## config.mk

```make
export PLATFORM = sky130hd
export DESIGN_NAME = mp8_io_port
export DESIGN_NICKNAME = d
export VERILOG_FILES = /design/src/rtl/mp8_io_port.sv
export SDC_FILE = /design/constraint.sdc
export NUM_CORES = 1
export LEC_CHECK = 0
export ABC_AREA = 1
export BUFFER_PORTS_ARGS = -buffer_cell sky130_fd_sc_hd__buf_2
export CAP_MARGIN = 20
export CORE_ASPECT_RATIO = 1.5
export CORE_MARGIN = 2
export CORE_UTILIZATION = 25
export CTS_BUF_LIST = sky130_fd_sc_hd__clkbuf_8
export CTS_CLUSTER_DIAMETER = 50
export DETAILED_ROUTE_END_ITERATION = 8
export PLACE_DENSITY = 0.43
export SLEW_MARGIN = 10
export SYNTH_ARGS = -nofsm -noshare
export SYNTH_HDL_FRONTEND = slang
export SYNTH_SLANG_ARGS = --single-unit
```

## constraint.sdc

```tcl
create_clock -name clk -period 1.5 [get_ports clk]
set_input_delay 0.45 -clock clk [delete_from_list [all_inputs] [get_ports clk]]
set_output_delay 0.45 -clock clk [all_outputs]
set_load 0.02 [all_outputs]
```

## src/rtl/mp8_io_port.sv

```systemverilog
// MP-8 outside-world I/O port: FWFT output FIFO drained over valid/ready, plus a held input byte.
// Optional MP8_IO_LOOPBACK_EN adds a loopback port that routes popped FIFO bytes straight to in_to_mp.
module mp8_io_port #(
  parameter int DEPTH = 4,
  parameter int PW    = 2
) (
  input  logic          clk,
  input  logic          reset,
`ifdef MP8_IO_LOOPBACK_EN
  input  logic          loopback,
`endif
  input  logic          out_write,
  input  logic [7:0]    out_data,
  output logic [7:0]    tx_data,
  output logic          tx_valid,
  input  logic          tx_ready,
  input  logic [7:0]    rx_data,
  input  logic          rx_valid,
  output logic          rx_ready,
  output logic [7:0]    in_to_mp,
  output logic [PW:0]   tx_count,
  output logic          overflow
);

  logic lb;
`ifdef MP8_IO_LOOPBACK_EN
  assign lb = loopback;
`else
  assign lb = 1'b0;
`endif

  logic [7:0]    mem [DEPTH];
  logic [PW-1:0] rd_ptr, wr_ptr;
  logic          rx_en, empty, full, push, pop;

  assign empty    = (tx_count == '0);
  assign full     = (tx_count == (PW+1)'(DEPTH));
  assign tx_data  = mem[rd_ptr];
  assign tx_valid = !empty && !lb;
  assign rx_ready = rx_en && !lb;
  // In loopback the FIFO drains itself one byte per cycle into in_to_mp.
  assign pop      = lb ? !empty : (tx_valid && tx_ready);
  assign push     = out_write && (!full || pop);

  // Storage needs no reset; entries are only read once counted valid.
  always_ff @(posedge clk) begin
    if (push) mem[wr_ptr] <= out_data;
  end

  always_ff @(posedge clk or negedge reset) begin
    if (!reset) begin
      rd_ptr   <= '0;
      wr_ptr   <= '0;
      tx_count <= '0;
      overflow <= 1'b0;
      in_to_mp <= 8'h00;
      rx_en    <= 1'b0;
    end else begin
      rx_en <= 1'b1;
      if (push) wr_ptr <= wr_ptr + 1'b1;
      if (pop)  rd_ptr <= rd_ptr + 1'b1;
      case ({push, pop})
        2'b10:   tx_count <= tx_count + 1'b1;
        2'b01:   tx_count <= tx_count - 1'b1;
        default: ;
      endcase
      if (out_write && !push) overflow <= 1'b1;
      if (lb && pop)
        in_to_mp <= tx_data;
      else if (rx_valid && rx_ready)
        in_to_mp <= rx_data;
    end
  end

endmodule

```

* Word level (Yosys, flattened, before mapping)
Memory sizes are Yosys's and may differ from the RTL's.
Cells that the tools add are included.
** Operators by class
- Equality and inequality tests :: 3
- Muxes and demuxes :: 3
- Add/subtract/negate cells :: 4
- Reductions and logical operators :: 10
** Operators by type and width (count)
- $pmux 3 s2 :: 1
- $add 2x1->2 const B :: 2
- $logic_and 1x1->1 :: 4
- $add 3x1->3 const B :: 1
- $eq 3x3->1 const B :: 1
- $logic_not 1->1 :: 3
- $logic_not 3->1 :: 1
- $sub 3x1->3 const B :: 1
- $eq 2x1->1 const B :: 1
- $eq 2x2->1 const B :: 1
- $mux 1 :: 2
- $reduce_bool 2->1 :: 1
- $logic_or 1x1->1 :: 1
** Word-level totals
- Memory bits (writable) :: 32
- Memories :: 1
- Bits of input ports :: 21
- Flip-flop bits (word level) :: 17
** Memory list
- mem :: words 4, bits a word 8, read ports 1, clocked after memory_dff 0, write ports 1, line 32 : logic [7:0] mem [DEPTH];

* Depth between registers and ports, before layout
Gate-level depths: netlist (run 1).
- Word-level depth :: 7
- Depth in mapped cells :: 9
- Depth with buffers taken out :: 9

* Worst setup path after synthesis (run 1)
Ideal clock, no wire load.
- Path type :: register to register
- Start :: reg tx_count[0]
- End :: reg tx_count[2]
- Arrival :: 1.605 ns
- Period minus slack after synthesis :: 1.667 ns
- Data required time :: 1.437 ns
- Slack :: -0.167 ns
- Stages on the path, launching flop included :: 10
- Path buffers :: 0
- Path through :: dfrtp_1 -> nor2_2 -> nand2_2 -> nand3_1 -> fa_1 -> inv_1 -> nand4_1 -> nand3_1 -> nand2_1 -> inv_1
** Between the ends
- Longest elaborated chain between the ends :: 7
** RTL lines
- from (decl) :: line 21 : output logic [PW:0] tx_count,
- from (signal assigned) :: line 63 : 2'b10: tx_count <= tx_count + 1'b1;
- from (signal assigned) :: line 64 : 2'b01: tx_count <= tx_count - 1'b1;
- $logic_not 3->1 (*) :: line 36 : assign empty = (tx_count == '0);
- $logic_not 1->1 (*)
- net tx_valid :: line 15 : output logic tx_valid,
- $logic_and 1x1->1 (*) :: line 42 : assign pop = lb ? !empty : (tx_valid && tx_ready);
- $logic_or 1x1->1 :: line 43 : assign push = out_write && (!full || pop);
- $logic_and 1x1->1 :: line 43
- $eq 2x1->1 or $eq 2x2->1 (tied branches) :: line 62 : case ({push, pop})
- $pmux 3 s2 or $reduce_bool 2->1 (tied branches)
Mark *: on every way through the listed nets, which the timed path passes. The rest lies on a longest branch.
A chain may end at the register's enable or synchronous reset.

* Worst setup path in the final report (run 1)
- Start :: reg rd_ptr[0]
- End :: out tx_data[7]
** Between the ends
- Longest elaborated chain between the ends :: 1
** RTL lines
- from (decl) :: line 33 : logic [PW-1:0] rd_ptr, wr_ptr;
- from (signal assigned) :: line 61 : if (pop) rd_ptr <= rd_ptr + 1'b1;
- $mem_v2 4x8
- to (decl) :: line 14 : output logic [7:0] tx_data,
No other way between the ends.

==> results.py, run 1 <==
metrics = {
    "pwr": {
        "power_uw": 5530,
        "p_per_area_mw_per_mm2": 1980,
        "peakVddDrop_uv": 823,
        "p_leak_uw": 0.00118,
    },
    "critical_path": {
        "path_class": "reg -> out",
        "r2r_setup_slack_ns": 0.11,
        "worst_setup_path_end_kind": "output pin",
        "cp_max_fo": 12,
        "cp.required_ns": 1.05,
        "crit_arrival_ns": 1.33,
        "r2r-end": "tx_count[2]",
        "r2r_start": "tx_count[0]",
        "worst_setup_path_start_kind": "flop",
        "reg2regPathDepth": 9,
    },
    "cts": {
        "worstSkewPairLatency_ns": 0.30,
        "clk_pin_slew_ns": 0.09,
        "cts_buffers": 5,
        "ctsLongestPathBuffers": 2,
        "cts_root_buf": "clkbuf_8",
        "clock-sinks": 49,
        "ctsHtreeMaxLevel": 2,
        "cts_tree": "built",
    },
    "outcome": {
        "violations": "setup timing",
        "outcome": "finished with violations",
    },
    "sta": {
        "rsz0062_at_grt": "true",
        "finalSetupViolations": 9,
        "skew_ns": 0.00745,
        "max_clock_freq_mhz": 562,
        "worst_slack_ns": -0.280,
        "fin_crit_sh": 1.19,
        "period_needed_ns": 1.78,
        "hold_viol": 0,
        "finalMaxSlewViolations": 0,
    },
    "cells_and_area": {
        "area_delta_synth_final_pct": 40.2,
        "multiInputGateArea_um2": 612,
        "fillerInstances": 764,
        "final_core_util": 0.365,
        "n_antenna_cell": 0,
        "finalNetCount": 253,
        "layout-drive-gt1-share": 0.491,
        "design_area_mm2": 0.00279,
        "regArea_mm2": 0.00139,
    },
    "place": {
        "portBuffers": 42,
        "routabilityCongestion": 0.706,
        "dpl-instance-area_mm2": 0.00253,
        "dpl.hpwl_um": 2960,
        "place_ws_ns": -0.0558,
    },
    "die": {
        "die_area_mm2": 0.00872,
        "start_util": 0.260,
        "die_x_um": 76.9,
        "rows": 39,
        "core_mm2": 0.00766,
        "io_pins": 43,
        "dieHeight_um": 113,
    },
    "route": {
        "drc": 0,
        "wl_um": 4040,
        "postRouteAntennaNets": 0,
        "vias": 1346,
        "first_iter_violations": 78,
        "wl_per_cell_um": 12.2,
        "avgViaCountPerCell": 4.08,
        "first_pass_iters": 4,
    },
    "synth": {
        "synthCells": 155,
        "synth-seq-cells": 49,
        "synth_cell_types": 24,
        "postSynth.asyncResetShare": 0.347,
        "yosysTopAreaCell": "edfxtp_1",
        "syn_nets": 181,
        "synth_flop_cell": "edfxtp_1",
        "synth_edf_count": 32,
        "yosysTopAreaCellShare": 0.482,
        "seq_area_frac_synth": 0.696,
        "avgSynthCellArea_um2": 12.9,
        "yosysWarnings": 0,
        "synth_area_leaders": "edfxtp_1 (48%), dfrtp_1 (21%), nor2_1 (4.7%)",
        "synth_area_mm2": 0.00199,
    },
    "job": {
        "max_cap_violations": 0,
    },
    "grt": {
        "grt_max_degree": 18,
        "antenna_found_initial": 0,
        "first_global_vias": 1489,
        "grt_pass1_wl_um": 6970,
        "grt_overflow": 0,
        "grt_usage": 0.103,
    },
    "hold_path": {
        "hold_class": "in -> async",
    },
}
[sequential cells by signal, indices dropped and copies added, names as in the netlist]
name,cells
mem,32
rx_ready,1
in_to_mp,8
rd_ptr,2
wr_ptr,2
overflow,1
tx_count,3
[worst max-delay path, cell delays in order, from the launching register on]
cell     delay [ns]
dfrtp_1        0.42
inv_2          0.11
buf_12         0.15
nor2_2         0.04
o22ai_2        0.17
buf_6          0.14
[layout make-up]
type | instances | share of cell area
Sequential cell | 49 | 0.498
Multi-Input combinational cell | 87 | 0.219
Timing Repair Buffer | 69 | 0.178
Tap cell | 102 | 0.0457
Clock buffer | 5 | 0.0246
Inverter | 15 | 0.0202
Clock inverter | 3 | 0.0148
[cells in the mapped netlist (3+ instances only)]
cell type,instances
nand2_1,6
ha_1,4
edfxtp_1,32
nand2_2,4
inv_1,15
nand3_1,4
xor2_1,3
nor2_1,25
o21ai_0,16
dfrtp_1,17
mux2_2,8
o22ai_1,8
[per-layer routing]
| layer | global-route usage | share of wire |
|---|---|---|
| met5 | 0 | 0 |
| met4 | 0.0364 | 0.0059 |
| met3 | 0.0263 | 0.040 |
| met2 | 0.189 | 0.54 |
| met1 | 0.113 | 0.41 |
[kinds of logic after synthesis]
| family | synth area share |
|---|---|
| AOI/OAI and AO/OA | 0.0778 |
| xor gates and xnor gates | 0.0132 |
| adders and majority gates | 0.0352 |
| buffers and inverters | 0.0389 |
| DFF | 0.696 |
| muxes | 0.0452 |
| other | 0.00188 |
| and+or+nand+nor | 0.0923 |
[layout by cell type, fill, tap and decap left out, drive strengths merged]
| master | instances |
|---|---|
| o22ai | 8 |
| clkinvlp | 1 |
| o21ai | 17 |
| dfrtp | 17 |
| nand3 | 5 |
| bufinv | 1 |
| edfxtp | 32 |
| nand4 | 1 |
| buf | 69 |
| a21oi | 1 |
| nor2 | 26 |
| inv | 15 |
| a21boi | 1 |
| nand2 | 10 |
| xor2 | 3 |
| ha | 4 |
| conb | 1 |
| clkbuf | 5 |
| clkinv | 1 |
| o21bai | 1 |
| fa | 1 |
| mux2 | 8 |
[power breakdown]
| group | total, uW | internal (uW) | switching [uW] |
|---|---|---|---|
| Sequential | 1920 | 1780 | 139 |
| Clock | 929 | 491 | 438 |
| Combinational | 2680 | 1270 | 1410 |
| Total | 5530 | 3540 | 1990 |
[metrics by stage]
stage	hold WS, ns	cells	setup TNS, ns
2_1_floorplan	0.154	155	-2.99
3_3_place_gp	0.413	315	-0.123
3_5_place_dp	0.406	315	-0.141
4_1_cts	0.0716	328	-2.37
5_1_grt	0.0874	330	-2.83
6_report	0.0683	330	-2.10
[worst max-delay path by stage]
stage,cells past startpoint,to,start,slack [ns]
floorplan,5,mem[0][0],tx_count[2],-0.09
global placement,4,tx_data[5],rd_ptr[0],-0.05
detailed placement,9,tx_count[2],out_write,-0.06
CTS,5,tx_data[0],rd_ptr[0],-0.31
global route,5,tx_data[1],rd_ptr[0],-0.36
finish,5,tx_data[7],rd_ptr[0],-0.28
[repair_timing]
| action | in CTS | in global routing |
|---|---|---|
| resized for setup | 37 | 11 |
| pin swaps | 3 | 3 |
| hold buffers | 0 | 0 |
| setup endpoints to repair | 9 | 11 |
| setup buffers | 5 | 2 |
| gates cloned | 0 | 0 |
(Power assumes the default switching activity.)
==> inputs of run 2 (changes only) <==
- ABC_AREA: 1 -> 0
- PLACE_DENSITY: 0.43 -> not set
==> run 2 against run 1 <==
Net effect: highest routed layer unchanged; combinational power shrank 14%; global-route usage is 1.0 points lower; clock power decreased by 2.5%; flip-flop and latch count stayed put; the run still ends with setup timing left.
==> results.py, run 2 <==
metrics = {
    "synth": {
        "yosysWarnings": 0,
        "yosysTopAreaCell": "edfxtp_1",
        "synth_area_leaders": "edfxtp_1 (48%), dfrtp_1 (21%), mux4_2 (8.9%)",
        "synth_flop_cell": "edfxtp_1",
        "synth_cell_types": 32,
        "yosysTopAreaCellShare": 0.476,
        "synthXorXnorAreaFrac": 0.0217,
        "synth_compound_area_frac": 0.0304,
        "synthCells": 113,
        "synth-seq-cells": 49,
        "synth_fa_ha_area_frac": 0.0347,
        "synth_top_family_by_area": "multiplexers",
        "synth_edf_count": 32,
        "yosysMostFrequentCell": "edfxtp_1",
        "yosys-top-cells-count": "edfxtp_1 (32), dfrtp_1 (17), mux2_2 (8), mux4_2 (8)",
        "avgSynthCellArea_um2": 17.9,
        "seq_area_frac_synth": 0.686,
        "synth-simple-area-share": 0.0644,
        "synth_area_mm2": 0.00202,
        "postSynth.asyncResetShare": 0.347,
        "muxShareOfSynthArea": 0.141,
        "syn_nets": 139,
    },
    "cts": {
        "clk_pin_slew_ns": 0.08,
        "ctsHtreeMaxLevel": 2,
        "cts_tree": "built",
        "cts_root_buf": "clkbuf_8",
        "cts_buffers": 5,
        "ctsLongestPathBuffers": 2,
        "worstSkewPairLatency_ns": 0.30,
        "clock-sinks": 49,
    },
    "route": {
        "avgViaCountPerCell": 4.14,
        "drc": 0,
        "postRouteAntennaNets": 0,
        "first_iter_violations": 23,
        "wl_met1_um": 1400,
        "first_pass_iters": 4,
        "vias": 1164,
        "wl_per_cell_um": 13.4,
        "highest_layer": "met4",
        "wl_um": 3760,
        "dr_wl_met3_um": 209,
        "route.met2.wl_um": 2090,
    },
    "sta": {
        "rsz0062_at_grt": "true",
        "max_clock_freq_mhz": 507,
        "period_needed_ns": 1.97,
        "finalSetupViolations": 12,
        "finalMaxSlewViolations": 0,
        "whs_ns": 0.0656,
        "worst_slack_ns": -0.473,
        "fin_crit_sh": 1.32,
        "hold_viol": 0,
        "skew_ns": 0.00424,
    },
    "job": {
        "max_cap_violations": 0,
    },
    "grt": {
        "first_global_vias": 1324,
        "grt_max_degree": 18,
        "grt_usage": 0.0924,
        "antenna_found_initial": 0,
        "grt_pass1_wl_um": 6160,
        "grt_overflow": 0,
    },
    "pwr": {
        "p_sw_frac": 0.318,
        "p_sw_uw": 1640,
        "intPower_uw": 3510,
        "power_uw": 5150,
        "p_leak_uw": 0.00108,
        "peakVddDrop_uv": 1170,
        "p_per_area_mw_per_mm2": 1910,
        "clock_power_share": 0.176,
        "share_comb_of_total_power": 0.446,
        "pwr-share-seq": 0.378,
    },
    "cells_and_area": {
        "reg_top3": "mem: 32 flops, in_to_mp: 8 flops, tx_count: 3 flops",
        "layout_common_cells": "buf_2 (32), edfxtp_1 (32), dfrtp_1 (14), buf_4 (14), buf_6 (12)",
        "finalNetCount": 201,
        "area_delta_synth_final_pct": 33.3,
        "layout-drive-gt1-share": 0.551,
        "n_antenna_cell": 0,
        "largest_reg_flops": 32,
        "final_cells": 281,
        "regMostFlops": "mem",
        "final_core_util": 0.340,
        "design_area_mm2": 0.00269,
    },
    "critical_path": {
        "cp_max_fo": 2,
        "critPathMaxStageDelay_ns": 0.44,
        "r2r_setup_slack_ns": -0.47,
        "crit_chain": "or3_4 > nand2_2 > or2_2 > fa_2 > o21ba_4 > o211ai_1 > a22oi_1",
        "r2r-end": "tx_count[1]",
        "endpoint": "tx_count[1]",
        "critPathSlowestCell": "fa_2",
        "reg2regPathDepth": 7,
        "worst_setup_path_end_kind": "flop",
        "cp.required_ns": 1.72,
        "crit_arrival_ns": 2.19,
        "path_class": "reg -> reg",
        "worst_setup_path_start_kind": "flop",
        "r2r_start": "tx_count[1]",
        "cp-startpoint": "tx_count[1]",
    },
    "die": {
        "core_mm2": 0.00791,
        "io_pins": 43,
        "rows": 40,
        "die_x_um": 77.4,
        "dieHeight_um": 114,
        "start_util": 0.255,
        "die_area_mm2": 0.00883,
    },
    "outcome": {
        "outcome": "finished with violations",
        "violations": "setup timing",
    },
    "place": {
        "routabilityCongestion": 0.708,
        "dpl-instance-area_mm2": 0.00246,
        "dp.cells": 269,
        "portBuffers": 42,
        "dpl.hpwl_um": 2760,
    },
    "hold_path": {
        "hold_class": "in -> async",
    },
}
-- run 2: changes by cell type after synthesis, sizes merged, moves of 8 or more --
cell   previous run  this run
nor2             26         3
o21ai            17         1
inv              15         4
mux4              0         8
nand2            10         2
o22ai             8         0
-- run 2: through the flow --
step                      TNS, ns  worst slack [ns]
final                       -4.68            -0.473
after floorplan            -0.973            -0.564
after global routing        -5.51            -0.543
after detailed placement   -10.82            -0.434
after global placement     -10.81            -0.409
after CTS                   -4.92            -0.497
-- run 2: power by group through the flow --
stage	Clock, uW	Sequential [uW]	Combinational, uW
6_report	906	1950	2300
2_1_floorplan	0	2060	1130
5_1_grt	986	1990	2480
4_1_cts	943	1960	2300
3_5_place_dp	0	1980	1940
3_3_place_gp	0	1980	1930
-- run 2: how the worst min path moves through the flow --
stage	start	to	cells past startpoint	slack, ns
3_5_place_dp	reset	rx_ready	1	0.40
6_report	reset	in_to_mp[1]	1	0.07
5_1_grt	reset	in_to_mp[1]	1	0.08
3_3_place_gp	reset	rx_ready	1	0.40
2_1_floorplan	reset	in_to_mp[0]	0	0.15
4_1_cts	reset	wr_ptr[0]	1	0.07
-- run 2: area by class of cell --
type,count,area [um^2]
clock buffers,5,68.8
clock inverters,3,37.5
fillers,836,5220
inverters,4,15.0
multi-input cells,56,628
flip-flops and latches,49,1390
well taps,105,131
repair buffers,59,420
-- run 2: timing repair --
item                                    CTS  global route
hold buffers                              0             0
endpoints found under the setup margin   44            46
resized for setup                        30             4
buffers inserted                          3             2
pin swaps                                 1             3
-- run 2: cells by family after synthesis --
| kind of cell | count (synthesis) |
|---|---|
| flip-flops | 49 |
| AO/OA/AOI/OAI | 8 |
| adder cells (fa/ha/maj) | 5 |
| other | 1 |
| buffers and inverters | 8 |
| multiplexers | 17 |
| XOR/XNOR | 5 |
| AND/OR/NAND/NOR | 20 |
-- run 2: worst max-delay path: cells and delay by family, from the launching register on --
family          cells  cell delay, ns
simple gates        3            0.58
fa+ha+maj           1            0.44
flops               1            0.40
compound gates      3            0.47
-- run 2: metal layers --
metal,up-vias,GRT usage
li1,547,-
met1,572,0.0943
met2,39,0.176
met3,6,0.0260
met4,0,0.0357
met5,-,0
==> inputs of run 3 (changes only) <==
- ABC_AREA: 0 -> 1
==> run 3 against run 2 <==
Net effect: the run still ends with setup timing left; routed wire length is 13% higher; sequential share of layout area shrank 2.2 points; total power up 10%; die area decreased by 1.2%; first-iteration DRC count up 83%.
==> results.py, run 3 (synthesized netlist as in run 1, its figures left out) <==
metrics = {
    "outcome": {
        "outcome": "finished with violations",
        "violations": "setup timing",
    },
    "grt": {
        "first_global_vias": 1419,
        "grt_overflow": 0,
        "grt_pass1_wl_um": 6840,
        "grt_usage": 0.102,
        "grt_max_degree": 18,
        "antenna_found_initial": 0,
    },
    "place": {
        "routabilityCongestion": 0.786,
        "place_ws_ns": -0.0426,
        "dpl.hpwl_um": 2790,
        "portBuffers": 42,
    },
    "cts": {
        "cts_tree": "built",
        "clock-sinks": 49,
        "ctsLongestPathBuffers": 2,
        "ctsHoldBuffers": 0,
        "ctsHtreeMaxLevel": 2,
        "worstSkewPairLatency_ns": 0.31,
        "cts_root_buf": "clkbuf_8",
        "cts_buffers": 5,
        "clk_pin_slew_ns": 0.10,
    },
    "pwr": {
        "p_leak_uw": 0.00117,
        "power_uw": 5670,
        "p_per_area_mw_per_mm2": 2010,
        "peakVddDrop_uv": 932,
    },
    "cells_and_area": {
        "layout_common_cells": "edfxtp_1 (32), buf_2 (31), buf_4 (20)",
        "largest_reg_flops": 32,
        "final_core_util": 0.368,
        "finalNetCount": 250,
        "reg_top3": "mem: 32 flops, in_to_mp: 8 flops, tx_count: 3 flops",
        "layout_commonest_cell": "edfxtp_1",
        "regMostFlops": "mem",
        "fillerInstances": 766,
        "n_antenna_cell": 0,
        "area_delta_synth_final_pct": 41.4,
        "layout-drive-gt1-share": 0.538,
    },
    "critical_path": {
        "cp.required_ns": 1.05,
        "critPathMaxStageDelay_ns": 0.49,
        "worst_setup_path_start_kind": "flop",
        "cp_max_fo": 5,
        "critPathSlowestCell": "dfrtp_2",
        "crit_chain": "buf_6 > o21ai_2 > o22ai_2 > buf_4",
        "critPathTopFamily": "flip-flops",
        "critPathBufInv": 2,
        "worst_setup_path_end_kind": "output pin",
        "crit_arrival_ns": 1.34,
        "path_class": "reg -> out",
    },
    "sta": {
        "skew_ns": 0.0127,
        "fin_crit_sh": 1.19,
        "worst_slack_ns": -0.291,
        "period_needed_ns": 1.79,
        "max_clock_freq_mhz": 558,
        "finalSetupViolations": 9,
        "rsz0062_at_grt": "true",
        "hold_viol": 0,
        "finalMaxSlewViolations": 0,
    },
    "die": {
        "start_util": 0.260,
        "dieHeight_um": 113,
        "io_pins": 43,
        "die_x_um": 76.9,
        "core_mm2": 0.00766,
        "rows": 39,
        "die_area_mm2": 0.00872,
    },
    "route": {
        "wl_um": 4240,
        "first_pass_iters": 4,
        "postRouteAntennaNets": 0,
        "first_iter_violations": 42,
        "wl_per_cell_um": 13.0,
        "drc": 0,
        "avgViaCountPerCell": 4.27,
        "vias": 1395,
    },
    "job": {
        "max_cap_violations": 0,
    },
    "hold_path": {
        "hold_class": "in -> async",
    },
}
-- run 3: cell types whose count changed in the layout (fill, tap and decap cells not counted), sizes merged, moves of 3 or more --
cell / previous run / this run
buf: 59 / 66
nand2: 2 / 10
inv: 5 / 15
o22ai: 0 / 8
and2: 4 / 0
mux4: 8 / 0
o21ai: 1 / 17
nor2: 3 / 26
xnor2: 3 / 0
-- run 3: worst paths after layout --
path,start,endpoint,slack [ns],cells past startpoint
hold reg to reg,overflow,overflow,0.49,1
min in group clk,out_data[5],mem[0][5],0.36,1
setup / recovery,rd_ptr[0],tx_data[5],-0.29,4
hold / removal,reset,tx_count[0],0.06,1
setup reg to reg,tx_count[0],mem[3][4],0.10,6
max in group asynchronous,reset,rd_ptr[0],1.13,1
-- run 3: metal layers --
metal,vias up,track usage,share of wire
met4,0,0.0352,0.016
met5,-,0,0
met1,670,0.118,0.41
met2,43,0.181,0.51
li1,675,-,-
met3,7,0.0287,0.059
-- run 3: cell type report --
class / instances / area, um^2 / share of cell area
Clock buffer: 5 / 68.8 / 0.0244
Clock inverter: 3 / 46.3 / 0.0164
Inverter: 15 / 63.8 / 0.0226
Multi-Input combinational cell: 87 / 644 / 0.229
Sequential cell: 49 / 1390 / 0.494
Tap cell: 102 / 128 / 0.0453
Timing Repair Buffer: 66 / 474 / 0.168
-- run 3: what timing repair did --
action,CTS,global route
setup buffers,6,1
setup endpoints to repair,9,15
cloned,2,0
pin swaps,3,6
hold endpoints to repair,0,0
resized for setup,39,28
-- run 3: power by group --
part | internal (uW) | switching [uW]
sequential | 1790 | 197
clock | 499 | 446
combinational | 1280 | 1460
-- run 3: metrics by stage --
| step | cells | TNS [ns] | hold WS (ns) | area, um^2 |
|---|---|---|---|---|
| after global routing | 327 | -2.79 | 0.0752 | 2820 |
| after floorplan | 155 | -2.99 | 0.154 | 2050 |
| after global placement | 310 | -0.0159 | 0.408 | 2480 |
| after detailed placement | 310 | -0.126 | 0.406 | 2480 |
| after CTS | 326 | -2.44 | 0.0679 | 2740 |
| final | 327 | -2.23 | 0.0556 | 2820 |
